**src/rtl/ram_block_copier_pkg.sv**
```systemverilog
// Shared RAMControl request-bus definitions: opcodes, default widths, state encodings.
// Reused by RAMControl and every initiator sharing the request bus.
package ram_block_copier_pkg;

  localparam int unsigned RAM_ADDR_W = 23;
  localparam int unsigned RAM_DATA_W = 16;
  localparam int unsigned COPY_LEN_W = 8;

  typedef enum logic {
    RAM_READ  = 1'b0,
    RAM_WRITE = 1'b1
  } ram_op_e;

  typedef enum logic [1:0] {
    PH_NONE,
    PH_ISSUE,
    PH_WAIT_LO,
    PH_WAIT_HI
  } req_phase_e;

  typedef enum logic [2:0] {
    IDLE,
    RD_ISSUE,
    RD_WAIT_LO,
    RD_WAIT_HI,
    WR_ISSUE,
    WR_WAIT_LO,
    WR_WAIT_HI,
    DONE
  } copier_state_e;

  // A handshake phase ends on ready high (issue, wait-high) or ready low (wait-low).
  function automatic logic phase_step(req_phase_e ph, logic ready);
    case (ph)
      PH_ISSUE, PH_WAIT_HI: return ready;
      PH_WAIT_LO:           return !ready;
      default:              return 1'b0;
    endcase
  endfunction

endpackage

```
**src/rtl/ram_block_copier_if.sv**
```systemverilog
// RAMControl request bus: the initiator drives owner/instruction/latch/addr/data_wr,
// RAMControl answers with ready and read data.
interface ram_bus_if
  import ram_block_copier_pkg::*;
#(
  parameter int unsigned ADDR_W = RAM_ADDR_W,
  parameter int unsigned DATA_W = RAM_DATA_W
);

  logic              ram_owner;
  logic              ram_instruction;
  logic              ram_latch;
  logic [ADDR_W-1:0] ram_addr;
  logic [DATA_W-1:0] ram_data_wr;
  logic [DATA_W-1:0] ram_data_rd;
  logic              ram_ready;

  modport master (
    output ram_owner, ram_instruction, ram_latch, ram_addr, ram_data_wr,
    input  ram_data_rd, ram_ready
  );

  modport slave (
    input  ram_owner, ram_instruction, ram_latch, ram_addr, ram_data_wr,
    output ram_data_rd, ram_ready
  );

endinterface

```
**src/rtl/ram_block_copier_req_port.sv**
```systemverilog
// Request-port side of one RAMControl initiator: handshake phase completion
// and bus gating, so idle initiators present all-zero and can be OR-combined.
module ram_req_port
  import ram_block_copier_pkg::*;
#(
  parameter int unsigned ADDR_W = RAM_ADDR_W,
  parameter int unsigned DATA_W = RAM_DATA_W
) (
  input  logic              owner,
  input  req_phase_e        phase,
  input  ram_op_e           op,
  input  logic [ADDR_W-1:0] addr,
  input  logic [DATA_W-1:0] wr_data,
  output logic              step,
  output logic [DATA_W-1:0] rd_data,
  ram_bus_if.master         bus
);

  assign step    = owner && phase_step(phase, bus.ram_ready);
  assign rd_data = bus.ram_data_rd;

  // The strobe is combinational on ready so it can only appear in a ready=1 cycle.
  assign bus.ram_owner       = owner;
  assign bus.ram_latch       = owner && (phase == PH_ISSUE) && bus.ram_ready;
  assign bus.ram_instruction = owner && (op == RAM_WRITE);
  assign bus.ram_addr        = owner ? addr    : '0;
  assign bus.ram_data_wr     = owner ? wr_data : '0;

endmodule

```
**src/rtl/ram_block_copier.sv**
```systemverilog
// DNA block copy engine: copies length words src->dst in ascending order,
// one read/write pair per word through the shared RAMControl request bus.
module ram_block_copier
  import ram_block_copier_pkg::*;
#(
  parameter int unsigned ADDR_W = RAM_ADDR_W,
  parameter int unsigned DATA_W = RAM_DATA_W,
  parameter int unsigned LEN_W  = COPY_LEN_W
) (
  input  logic              clk,
  input  logic              rst_n,
  input  logic              start,
  input  logic [ADDR_W-1:0] src_addr,
  input  logic [ADDR_W-1:0] dst_addr,
  input  logic [LEN_W-1:0]  length,
  output logic              busy,
  output logic              done,
  ram_bus_if.master         ram
);

  copier_state_e     state_q, state_d;
  logic [ADDR_W-1:0] src_q, src_d;
  logic [ADDR_W-1:0] dst_q, dst_d;
  logic [LEN_W-1:0]  rem_q, rem_d;
  logic [DATA_W-1:0] hold_q, hold_d;

  logic              owner;
  logic              step;
  req_phase_e        phase;
  ram_op_e           op;
  logic [ADDR_W-1:0] req_addr;
  logic [DATA_W-1:0] rd_data;

  always_ff @(posedge clk or negedge rst_n) begin
    if (!rst_n) begin
      state_q <= IDLE;
      src_q   <= '0;
      dst_q   <= '0;
      rem_q   <= '0;
      hold_q  <= '0;
    end else begin
      state_q <= state_d;
      src_q   <= src_d;
      dst_q   <= dst_d;
      rem_q   <= rem_d;
      hold_q  <= hold_d;
    end
  end

  assign busy  = (state_q != IDLE);
  assign done  = (state_q == DONE);
  assign owner = (state_q != IDLE) && (state_q != DONE);

  // Request decode kept apart from next-state so step never feeds back into phase.
  always_comb begin
    phase    = PH_NONE;
    op       = RAM_READ;
    req_addr = src_q;
    case (state_q)
      RD_ISSUE:   phase = PH_ISSUE;
      RD_WAIT_LO: phase = PH_WAIT_LO;
      RD_WAIT_HI: phase = PH_WAIT_HI;
      WR_ISSUE: begin
        phase    = PH_ISSUE;
        op       = RAM_WRITE;
        req_addr = dst_q;
      end
      WR_WAIT_LO: begin
        phase    = PH_WAIT_LO;
        op       = RAM_WRITE;
        req_addr = dst_q;
      end
      WR_WAIT_HI: begin
        phase    = PH_WAIT_HI;
        op       = RAM_WRITE;
        req_addr = dst_q;
      end
      default: ;
    endcase
  end

  always_comb begin
    state_d = state_q;
    src_d   = src_q;
    dst_d   = dst_q;
    rem_d   = rem_q;
    hold_d  = hold_q;
    case (state_q)
      IDLE: begin
        if (start) begin
          if (length != '0) begin
            src_d   = src_addr;
            dst_d   = dst_addr;
            rem_d   = length;
            state_d = RD_ISSUE;
          end else begin
            state_d = DONE;
          end
        end
      end
      RD_ISSUE:   if (step) state_d = RD_WAIT_LO;
      RD_WAIT_LO: if (step) state_d = RD_WAIT_HI;
      RD_WAIT_HI: begin
        if (step) begin
          hold_d  = rd_data;
          state_d = WR_ISSUE;
        end
      end
      WR_ISSUE:   if (step) state_d = WR_WAIT_LO;
      WR_WAIT_LO: if (step) state_d = WR_WAIT_HI;
      WR_WAIT_HI: begin
        if (step) begin
          src_d   = src_q + ADDR_W'(1);
          dst_d   = dst_q + ADDR_W'(1);
          rem_d   = rem_q - LEN_W'(1);
          state_d = (rem_q == LEN_W'(1)) ? DONE : RD_ISSUE;
        end
      end
      DONE:    state_d = IDLE;
      default: state_d = IDLE;
    endcase
  end

  ram_req_port #(
    .ADDR_W (ADDR_W),
    .DATA_W (DATA_W)
  ) u_req_port (
    .owner   (owner),
    .phase   (phase),
    .op      (op),
    .addr    (req_addr),
    .wr_data (hold_q),
    .step    (step),
    .rd_data (rd_data),
    .bus     (ram)
  );

endmodule

```
**src/flat_wrapper.sv**
```systemverilog
// flat-port wrapper written by rule: the top's interface ports become plain ports
module ram_block_copier_flat import ram_block_copier_pkg::*;
#(
  parameter int unsigned ADDR_W = RAM_ADDR_W,
  parameter int unsigned DATA_W = RAM_DATA_W,
  parameter int unsigned LEN_W  = COPY_LEN_W
)
  (clk, rst_n, start, src_addr, dst_addr, length, busy, done, ram_ram_owner, ram_ram_instruction, ram_ram_latch, ram_ram_addr, ram_ram_data_wr, ram_ram_data_rd, ram_ram_ready);
  ram_bus_if #(.ADDR_W(ADDR_W), .DATA_W(DATA_W)) ram_i ();
  input  logic clk;
  input  logic rst_n;
  input  logic start;
  input  logic [ADDR_W-1:0] src_addr;
  input  logic [ADDR_W-1:0] dst_addr;
  input  logic [LEN_W-1:0] length;
  output logic busy;
  output logic done;
  output wire logic [$bits(ram_i.ram_owner)-1:0] ram_ram_owner;
  output wire logic [$bits(ram_i.ram_instruction)-1:0] ram_ram_instruction;
  output wire logic [$bits(ram_i.ram_latch)-1:0] ram_ram_latch;
  output wire logic [$bits(ram_i.ram_addr)-1:0] ram_ram_addr;
  output wire logic [$bits(ram_i.ram_data_wr)-1:0] ram_ram_data_wr;
  input wire logic [$bits(ram_i.ram_data_rd)-1:0] ram_ram_data_rd;
  input wire logic [$bits(ram_i.ram_ready)-1:0] ram_ram_ready;
  assign ram_ram_owner = ram_i.ram_owner;
  assign ram_ram_instruction = ram_i.ram_instruction;
  assign ram_ram_latch = ram_i.ram_latch;
  assign ram_ram_addr = ram_i.ram_addr;
  assign ram_ram_data_wr = ram_i.ram_data_wr;
  assign ram_i.ram_data_rd = ram_ram_data_rd;
  assign ram_i.ram_ready = ram_ram_ready;
  ram_block_copier #(.ADDR_W(ADDR_W), .DATA_W(DATA_W), .LEN_W(LEN_W)) u_core (.clk(clk), .rst_n(rst_n), .start(start), .src_addr(src_addr), .dst_addr(dst_addr), .length(length), .busy(busy), .done(done), .ram(ram_i));
endmodule
```
**config.mk**
```make
export PLATFORM = sky130hd
export DESIGN_NAME = ram_block_copier_flat
export DESIGN_NICKNAME = d
export VERILOG_FILES = /design/src/rtl/ram_block_copier_pkg.sv /design/src/rtl/ram_block_copier_if.sv /design/src/rtl/ram_block_copier_req_port.sv /design/src/rtl/ram_block_copier.sv /design/src/flat_wrapper.sv
export SDC_FILE = /design/constraint.sdc
export NUM_CORES = 1
export LEC_CHECK = 0
export BUFFER_PORTS_ARGS = -buffer_cell sky130_fd_sc_hd__buf_2
export CORE_MARGIN = 3
export CORE_UTILIZATION = 50
export CTS_CLUSTER_SIZE = 28
export DETAILED_ROUTE_END_ITERATION = 8
export PLACE_DENSITY = 0.78
export SKIP_CTS_REPAIR_TIMING = 1
export SYNTH_ARGS = -nofsm -noshare
export SYNTH_HDL_FRONTEND = slang
export SYNTH_HIERARCHICAL = 1
export SYNTH_SLANG_ARGS = --single-unit
```
**constraint.sdc**
```tcl
create_clock -name clk -period 2.5 [get_ports clk]
set_input_delay 0.125 -clock clk [delete_from_list [all_inputs] [get_ports clk]]
set_output_delay 0.125 -clock clk [all_outputs]
set_load 0.02 [all_outputs]
```
# Yosys cells after proc, flatten, opt, wreduce, memory -nomap -nowiden
# Cells that the tools add are included.
# totals
output_inout_bits	44
in_bits	74
reg_bits	73
elab_cells	74
# op_classes
n_mux	28
n_addsub	3
n_reduce_logical	18
n_eq_ne	20
# op_table
op	count
$mux W23	8
$pmux W23 S2	2
$add A23 B1 Y23 const B	2
$mux W3	9
$mux W8	3
$pmux W3 S8	1
$mux W16	1
$pmux W8 S2	1
$ne A2 B1 Y1 const B	7
$eq A3 B3 Y1 const B	4
$eq A8 B1 Y1 const B	1
$reduce_bool A8 Y1	1
$reduce_or A2 Y1	4
$sub A8 B1 Y8 const B	1
$reduce_and A7 Y1	1
$eq A3 B2 Y1 const B	2
$pmux W2 S3	1
$logic_and A1 B1 Y1	5
$eq A2 B2 Y1 const B	2
$reduce_and A4 Y1	1
$eq A3 B1 Y1 const B	1
$logic_not A3 Y1	1
$ne A3 B3 Y1 const B	1
$reduce_bool A3 Y1	1
other kinds (8)	8

# Logic depth before layout (Yosys ltp)
# Gate-level depths: netlist of run 1.
# depth
ltp_word	9
ltp_mapped	11
depth_no_buf	9

# By module
# Netlist of run 1, hierarchy kept.
# by_module_without_submodules
module	cells_per_inst	area_each_um2	instances	seq_area_each_um2
ram_block_copier	503	4588.2	1	1826.8
ram_req_port	64	426.7	1	0.0

# Worst setup path before layout of run 1
# No wires, ideal clock.
# synth_path
kind	register to register
from	register u_core.state_q[0]
to	register u_core.dst_q[14]
path_buffers	4
path_stages_with_launch	12
path_slack_ps	-293
required_ps	2413
setup_time_ps	87
period_less_slack_ps	2793
arrival_ps	2706
path_cell_list	dfrtp_1 > buf_2 > or3_1 > nor2b_1 > nor4bb_1 > a31o_1 > and4b_1 > buf_2 > or2_1 > buf_2 > buf_4 > a211oi_2
# synth_via
elab_cells_between_ends	26
classes_between	13 x eq/ne; 3 x mux; 10 x reduce/logical
# synth_rtl
item	line	rtl
from (decl)	ram_block_copier.sv:21	copier_state_e state_q, state_d;
from (signal assigned)	ram_block_copier.sv:42	state_q <= state_d;
$reduce_bool A3 Y1	-	
named net busy	flat_wrapper.sv:16	output logic busy;
$logic_and A1 B1 Y1	ram_block_copier.sv:52	assign owner = (state_q != IDLE) && (state_q != DONE);
named net u_core.owner	ram_block_copier.sv:27	logic owner;
$logic_and A1 B1 Y1	ram_block_copier_req_port.sv:19	assign step = owner && phase_step(phase, bus.ram_ready);
named net u_core.step	ram_block_copier.sv:28	logic step;
$ne A2 B1 Y1 (no source line)	-	
$reduce_and A4 Y1 (no source line)	-	
to (signal assigned)	ram_block_copier.sv:44	dst_q <= dst_d;
to (decl)	ram_block_copier.sv:23	logic [ADDR_W-1:0] dst_q, dst_d;
# The timed path passes the listed nets, and every way through them passes these cells.
# A chain may end at the register's enable or synchronous reset.

# Worst setup path in the final report of run 1
# layout_path
from	register u_core.state_q[1]
to	register u_core.dst_q[15]
# layout_via
elab_chain_cells	9
elab_cells_between_ends	26
classes_between	13 x eq/ne; 3 x mux; 10 x reduce/logical
# layout_lines
item	line	rtl
$eq A3 B2 Y1 (tied with other cells)	ram_block_copier.sv:59	case (state_q)
$reduce_or A2 Y1 (no source line)	-	
$pmux W2 S3	ram_block_copier.sv:59	
$eq A2 B1 Y1 or $eq A2 B2 Y1 (tied branches)	ram_block_copier_pkg.sv:34	case (ph)
$reduce_or A2 Y1	ram_block_copier_pkg.sv:34	
$pmux W1 S2	ram_block_copier_pkg.sv:34	
$logic_and A1 B1 Y1 (*)	ram_block_copier_req_port.sv:19	
named net u_core.step	ram_block_copier.sv:28	
$ne A2 B1 Y1 (no source line) (*)	-	
$reduce_and A4 Y1 (no source line) (*)	-	
# Mark *: on every way through the listed nets, which the timed path passes. The rest lies on a longest branch.

==> results of run 1 <==
==> layout by cell type, fill, tap and decap left out, types with 20 or more instances in the layout <==
cell                      instances
sky130_fd_sc_hd__a21oi_1         56
sky130_fd_sc_hd__and2_1          41
sky130_fd_sc_hd__buf_2          117
sky130_fd_sc_hd__buf_4           20
sky130_fd_sc_hd__dfrtp_1         73
sky130_fd_sc_hd__mux2_2          37
sky130_fd_sc_hd__nand2_1         38
sky130_fd_sc_hd__nand3_1         20
sky130_fd_sc_hd__nor2_1          40
sky130_fd_sc_hd__o21ai_0         35
==> final timing paths <==
| kind | endpoint | startpoint | slack (ns) |
|---|---|---|---|
| worst max-delay path | u_core/dst_q[15] | u_core/state_q[1] | 0.09 |
| worst min-delay path | u_core/hold_q[14] | ram_ram_data_rd[14] | 0.008 |
| worst max register to register | u_core/dst_q[15] | u_core/state_q[1] | 0.09 |
| worst min register to register | u_core/hold_q[7] | u_core/hold_q[7] | 0.50 |
| max in group asynchronous | u_core/dst_q[5] | rst_n | 1.26 |
| min in group asynchronous | u_core/dst_q[1] | rst_n | 0.36 |
==> cell type report <==
class                           instances  area [µm²]
Fill cell                             849        3560
Multi-Input combinational cell        431        2870
Sequential cell                        73        1830
Timing Repair Buffer                  147         901
Tap cell                              129         161
Clock buffer                           12         135
Inverter                                9        33.8
Clock inverter                          4        20.0
==> power by group <==
part / switching, mW / internal (mW) / total, mW / leakage, nW
Sequential: 0.697 / 1.77 / 2.46 / 0.857
Combinational: 2.58 / 2.04 / 4.62 / 1.66
Clock: 0.446 / 0.355 / 0.801 / 0.0839
==> registers in the layout, indices dropped and copies added (netlist names) <==
| name | cells |
|---|---|
| u_core/dst_q | 23 |
| u_core/state_q | 3 |
| u_core/hold_q | 16 |
| u_core/rem_q | 8 |
| u_core/src_q | 23 |
==> per-layer routing <==
| metal | up-vias | part of all wire (%) | wire length, µm | global-route usage (%) |
|---|---|---|---|---|
| met4 | 0 | 1.6 | 227 | 8.33 |
| li1 | 2290 | - | - | - |
| met1 | 2382 | 42 | 6110 | 34.7 |
| met3 | 19 | 6.1 | 871 | 3.83 |
| met2 | 184 | 50 | 7180 | 41.0 |
| met5 | - | 0 | 0 | 0 |
==> cell families (layout without fill, tap and decap cells) <==
kind of cell	count (synthesis)	after routing	share of synthesized area, %
mux	39	39	8.71
buf+inv	63	172	7.01
compound gates	179	179	22.9
flops	73	73	36.4
simple gates	206	206	23.5
xor+xnor	3	3	0.524
fa+ha+maj	4	4	0.998
==> metrics by stage <==
| stage | utilization (%) | TNS [ns] |
|---|---|---|
| global placement | 60.2 | 0 |
| finish | 62.6 | 0 |
| floorplan | - | -0.142 |
| global route | 62.6 | -0.00264 |
| CTS | 61.8 | 0 |
| detailed placement | 60.2 | 0 |
==> worst max-delay path: cells and delay by family (launching register included) <==
| family | cells | cell delay [ns] |
|---|---|---|
| buffers and inverters | 1 | 0.17 |
| and+or+nand+nor | 5 | 1.22 |
| AOI/OAI and AO/OA | 3 | 0.49 |
| DFF | 1 | 0.42 |
==> results.md, run 1 <==
- The flow ran to the end, and the final reports show no timing, DRC or antenna violations.
- The global routing usage summed across all routing layers is 25.3%.
- The number of CTS-inserted buffers is 9.
- The worst hold path passes through 2 cells.
- Cells with a size suffix above 1 make up 32.8% of the layout.
- The count of buffers added on input and output ports is 117.
- The worst setup path is of the reg -> reg kind.
- At the pin with the least slew margin, the transition time is 0.721 ns.
- The final number of max-transition violations was 0.
- The data required time at the worst endpoint is 2.73 ns.
- In the synthesized netlist the async set-or-reset flop fraction comes to 100%.
- Data arrives at the worst endpoint at 2.64 ns.
- The number of instances in the synthesized netlist is 567.
- Leaving out filler cells and counting taps, the final layout contains 805.
- 0 antenna diodes ended up in the layout.
- The endpoint class of the critical path is a flip-flop.
- The number of placed instances, taps included, is 784.
- Summing every instance area after synthesis gives 5010 µm².
- For this design the ratio of total power to cell area is 1330 nW/µm².
- In the post-synthesis netlist, the cell with the most instances is sky130_fd_sc_hd__dfrtp_1.
- The final wirelength is 14400 µm.
- The worst setup margin is 0.0877 ns.
- Among all flip-flop cells after synthesis, the most frequent one is sky130_fd_sc_hd__dfrtp_1.
- The shortest period the worst path allows is 2.41 ns.
- The worst hold path class is in -> reg.
- Entering global routing, the biggest net connects 49 pins.
- Using the TritonRoute via totals, the vias-per-cell ratio works out to 6.06.
- The post-route clock skew is 0.00848 ns.
- The global-route wire length before repair is 23300 µm.
- The number of setup violations in the final report is 0.
- The hold violation count in the final report is 0.
- The worst-skew pair later-pin latency is 0.35 ns.
- The number of max-capacitance violations reported is 0.
- The die is 106 µm tall.
- Of the synthesized area, sequential elements account for 36.4%.
- The synthesized area per cell is 8.84 µm².
- For this design the top-level I/O count stands at 118.
- In this run the static leakage power is 2.60 nW.
- The instance area at placement is 5720 µm².
- The fmax is 415 MHz.
- The DRC violation count after routing is 0.
- Hold timing on the final database bottoms out at a slack of 0.00793 ns.
- For this configuration, the core starts out at a cell density of 52.8%.
- Once detail routing completed, the nets flagged for antenna violations numbered 0.
- Once layout is done, the placed cells without fillers occupy 5950 µm².
- The number of global-route vias before repair is 4704.
- After detailed routing, the average wire length per cell comes to 17.9 µm.
- The worst slew margin relative to its limit is 51.9%.
- By count the netlist is led by sky130_fd_sc_hd__dfrtp_1 (73), sky130_fd_sc_hd__a21oi_1 (57), sky130_fd_sc_hd__and2_1 (41).
- The detailed router placed 4875 vias in this run.
- After floorplanning, the core was sized to cover 9500 µm².
- The cell type with the largest total area after synthesis is sky130_fd_sc_hd__dfrtp_1.
- Timing analysis after detailed placement gives a worst setup slack of 0.0765 ns.
- The number of buffers on the longest clock path is 2.
- The cell sitting at the root of the clock tree is a sky130_fd_sc_hd__clkbuf_8.
- From synthesis to final layout, the design area changed by 18.6%.
- CTS saw 73 sinks.
- Of all nets on the critical path, the largest fanout is 24.
- The largest voltage drop on the vdd net is 0.642 mV.
- The fraction of the cycle the final worst path needs is 96.5%.
- The number of rows created at floorplan is 35.
- TritonCTS built the clock tree.
- The floorplan step defined a die boundary enclosing 11300 µm².
- The number of distinct library cells after synthesis is 63.
- The worst-case reg-to-reg path depth is 9.
- The die is 106 µm wide.
- The initial antenna violation count is 0.
- In this run the number of H-tree levels came out at 3.
- Of the post-synthesis cell area, the dominant cell type holds 36.4%.
- Total power for the finished layout comes to 7.88 mW.
- The final net count is 749.
- Yosys attributes the largest share of cell area to sky130_fd_sc_hd__dfrtp_1 (36%), sky130_fd_sc_hd__mux2_2 (8.3%), sky130_fd_sc_hd__a21oi_1 (5.7%), sky130_fd_sc_hd__and2_1 (5.1%), sky130_fd_sc_hd__o21ai_0 (3.5%).
- The startpoint type of the worst setup path is a flip-flop.
- After the first detailed-routing iteration, the DRC count stood at 320.
- Synthesis produced a netlist with a net count of 645.
- The first detailed-routing pass took 4 iterations.
- For this design, the slowest cell found on the critical path is sky130_fd_sc_hd__dfrtp_1.
- The largest stage delay on the critical path is 0.42 ns.
- Synthesis inferred 73 register bits.
- Walking the worst path, the cells encountered are or3_4 > nor2b_4 > nor4bb_1 > a31o_1 > and4b_2 > or2_4 > buf_12 > o21a_1 > o22a_1.
- The congestion estimate from routability-driven global placement came to 0.907.
- Yosys mapped a number of flops with a built-in enable equal to 0.
- The clock transition time at the flip-flop clock pins of the worst setup and hold paths is 0.08 ns.
- The half-perimeter wire length after placement is 10300 µm.
- The total overflow left after global routing is 0.
- For this run, the number of Yosys warnings is 6.
Power figures use the tool's default switching activity.
==> run 2: changes to the inputs <==
--- a/config.mk
+++ b/config.mk
@@ -10,8 +10,9 @@
 export CORE_UTILIZATION = 50
 export CTS_CLUSTER_SIZE = 28
 export DETAILED_ROUTE_END_ITERATION = 8
-export PLACE_DENSITY = 0.78
+export PLACE_DENSITY_LB_ADDON = 0.2
 export SKIP_CTS_REPAIR_TIMING = 1
+export SKIP_LAST_GASP = 1
 export SYNTH_ARGS = -nofsm -noshare
 export SYNTH_HDL_FRONTEND = slang
 export SYNTH_HIERARCHICAL = 1
==> run 2 against run 1 <==
Compared with the run above:
- the run now ends with negative hold slack left
- sequential power about the same
- clock power increased by 34%
- clock-buffer cell count decreased by 1
- final cell count increased by 0.99%
- sequential share of layout area decreased by 0.70 points
- wire length decreased by 1.5%
- design area increased by 2.3%
- clock skew increased by 0.0015 ns
- register-to-register slack improved by 0.06 ns
- critical endpoint unchanged
- highest routed layer unchanged
==> results.md, run 2 (synthesis results as in run 1) <==
- The final number of max-transition violations is 0 (unchanged).
- The number of global-route vias before repair is 4534 (-3.6%).
- The H-tree depth is 3 (unchanged).
- The initial core utilization was 52.8% (unchanged).
- The I/O pin count is 118 (unchanged).
- The worst-skew pair later-pin latency is 0.35 ns (about the same).
- The worst slew margin relative to its limit is 34.9% (-17 points).
- The hold violation count in the final report is 3 (+3).
- The via total after detailed routing is 4813 (-1.3%).
- The die footprint came to 11300 µm² (unchanged).
- The width of the die is 106 µm (unchanged).
- The number of rows created at floorplan is 35 (unchanged).
- The critical path arrival is 2.60 ns (-0.04 ns).
- The fmax came to 424 MHz (+2.4%).
- The slew at the pin with the worst max-slew slack is 0.977 ns (+0.256 ns).
- The fraction of the cycle the final worst path needs is 94.3% (-2.2 points).
- The number of buffers on the longest clock path is 2 (unchanged).
- The post-layout total power is 8.11 mW (+3.0%).
- The number of optimization iterations in the first detailed-route pass is 5 (+1).
- The y dimension of the die is 106 µm (unchanged).
- The number of max-capacitance violations reported is 0 (unchanged).
- Setup repair after global routing could not meet its margin everywhere.
- The number of antenna-violating nets in the routed design came to 0 (unchanged).
- Relative to the synthesized area, the layout overhead comes to 21.3%.
- The most common cell after layout, fill and taps aside is sky130_fd_sc_hd__buf_2.
- The final reports fail on negative hold slack.
- The path class of the tightest hold or removal check is in -> async.
- The final cell count without fillers is 813 (+0.99%).
- The clock transition time at the flip-flop clock pins of the worst setup and hold paths is 0.08 ns (about the same).
- The layout filler cell count is 847 (-0.24%).
- Leaving out fill and tap cells, the most frequent cells in the layout are sky130_fd_sc_hd__buf_2 (117), sky130_fd_sc_hd__dfrtp_1 (73), sky130_fd_sc_hd__a21oi_1 (56).
- In the final layout, the registers with the most flip-flops are u_core/dst_q (23), u_core/src_q (23), u_core/hold_q (16).
- The global routing usage summed across all routing layers came to 24.5% (-0.79 points).
- The flow ran to the end, but the final reports show violations.
- The pin count of the biggest net entering global routing was 74 (+51%).
- The area of the core came to 9500 µm² (unchanged).
- The final wirelength is 14200 µm (-1.5%).
- The final hold slack is -0.00310 ns (-0.0110 ns).
- The CTS sink count was 73 (unchanged).
- The number of CTS-inserted buffers is 9 (unchanged).
- The number of antenna cells inserted is 0 (unchanged).
- The layout cell share with drive strength beyond 1 is 32.6% (-0.24 points).
- The weighted congestion reported at the end of routability-driven placement was 0.874 (-3.6%).
- The final total negative setup slack is 0 ns (unchanged).
- The worst-case reg-to-reg path depth came to 9 (unchanged).
- The data required time at the worst endpoint is 2.74 ns (about the same).
- The shortest period the worst path allows is 2.36 ns (-0.0555 ns).
- The worst setup path is captured at a flip-flop.
- The total of buffers placed on input and output ports was 117 (unchanged).
- The final net count came to 757 (+1.1%).
- The TritonCTS clock tree is yes.
- The post-route clock skew came to 0.00997 ns (+0.00149 ns).
- The leakage power of the design came to 2.66 nW (+2.0%).
- The cell total after placement is 783 (-0.13%).
- The largest voltage drop on the vdd net is 0.643 mV (+0.21%).
- The initial antenna violation count is 0 (unchanged).
- The post-detailed-route via-to-cell ratio came to 5.92 (-2.2%).
- The final global-route overflow total was 0 (unchanged).
- The number of setup violations in the final report is 0 (unchanged).
- The clock tree root buffer cell is sky130_fd_sc_hd__clkbuf_8.
- The global-route wire length before repair came to 22400 µm (-4.1%).
- The biggest fanout along the worst timing path is 24 (unchanged).
- The number of design-rule violations left by the first detailed-router iteration is 247 (-23%).
- The power per cell area is 1330 nW/µm² (+0.60%).
- The classification of the worst setup path is reg -> reg.
- The startpoint type of the worst setup path is a flip-flop.
- The half-perimeter wire length after placement was 9700 µm (-5.6%).
- The DRC violation count after routing is 0 (unchanged).
- The average wire per standard cell is 17.4 µm (-2.5%).
-- run 2: changes by cell type in the layout (fill, tap and decap cells not counted), sizes merged --
cell / before / now
clkinv: 4 / 2
clkinvlp: 0 / 1
buf: 142 / 141
dlygate4sd3: 4 / 13
clkbuf: 13 / 12
bufinv: 0 / 2
-- run 2: final cells by class --
class / instances / area, µm² / share of cell area [%]
timing repair buffer: 155 / 971 / 16.0
inverter: 9 / 33.8 / 0.555
clock buffer: 11 / 151 / 2.49
multi-input combinational: 431 / 2860 / 47.0
sequential: 73 / 1830 / 30.0
clock inverter: 5 / 77.6 / 1.27
tap: 129 / 161 / 2.65
-- run 2: worst paths after layout --
kind / slack [ns] / from / to
max in group asynchronous: 1.86 / rst_n / u_core/state_q[1]
min in group clk: 0 / ram_ram_data_rd[11] / u_core/hold_q[11]
worst max register to register: 0.14 / u_core/state_q[0] / u_core/dst_q[15]
worst min-delay path: -0.003 / rst_n / u_core/src_q[10]
worst min register to register: 0.51 / u_core/hold_q[4] / u_core/hold_q[4]
worst max-delay path: 0.14 / u_core/state_q[0] / u_core/dst_q[15]
-- run 2: where the power goes --
part | internal (mW) | switching [mW]
logic | 2.02 | 2.56
registers | 1.76 | 0.696
clock network | 0.613 | 0.459
total | 4.40 | 3.71
-- run 2: layer usage --
| metal | vias up | routed length (µm) | global-route usage, % |
|---|---|---|---|
| met5 | - | 0 | 0 |
| met4 | 0 | 255 | 8.97 |
| met3 | 19 | 917 | 3.89 |
| met2 | 182 | 6890 | 39.1 |
| met1 | 2317 | 6110 | 33.7 |
| li1 | 2295 | - | - |
-- run 2: critical path, stage by stage (launching register included) --
cell	delay, ns
sky130_fd_sc_hd__dfrtp_1	0.45
sky130_fd_sc_hd__or3_4	0.35
sky130_fd_sc_hd__nor2b_4	0.14
sky130_fd_sc_hd__nor4bb_1	0.12
sky130_fd_sc_hd__a31o_1	0.20
sky130_fd_sc_hd__and4b_2	0.27
sky130_fd_sc_hd__or2_4	0.27
sky130_fd_sc_hd__buf_12	0.17
sky130_fd_sc_hd__o21a_1	0.11
sky130_fd_sc_hd__o22a_1	0.15
-- run 2: through the flow --
step | utilization [%] | setup WS (ns) | cell area [µm²] | hold slack [ns]
6_report | 64.0 | 0.143 | 6080 | -0.00310
5_1_grt | 64.0 | -0.0237 | 6080 | 0.00527
4_1_cts | 62.4 | 0.0488 | 5930 | -0.0195
3_5_place_dp | 59.9 | 0.0924 | 5700 | 0.361
3_3_place_gp | 59.9 | 0.180 | 5700 | 0.357
2_1_floorplan | - | -0.0327 | 5060 | -0.171
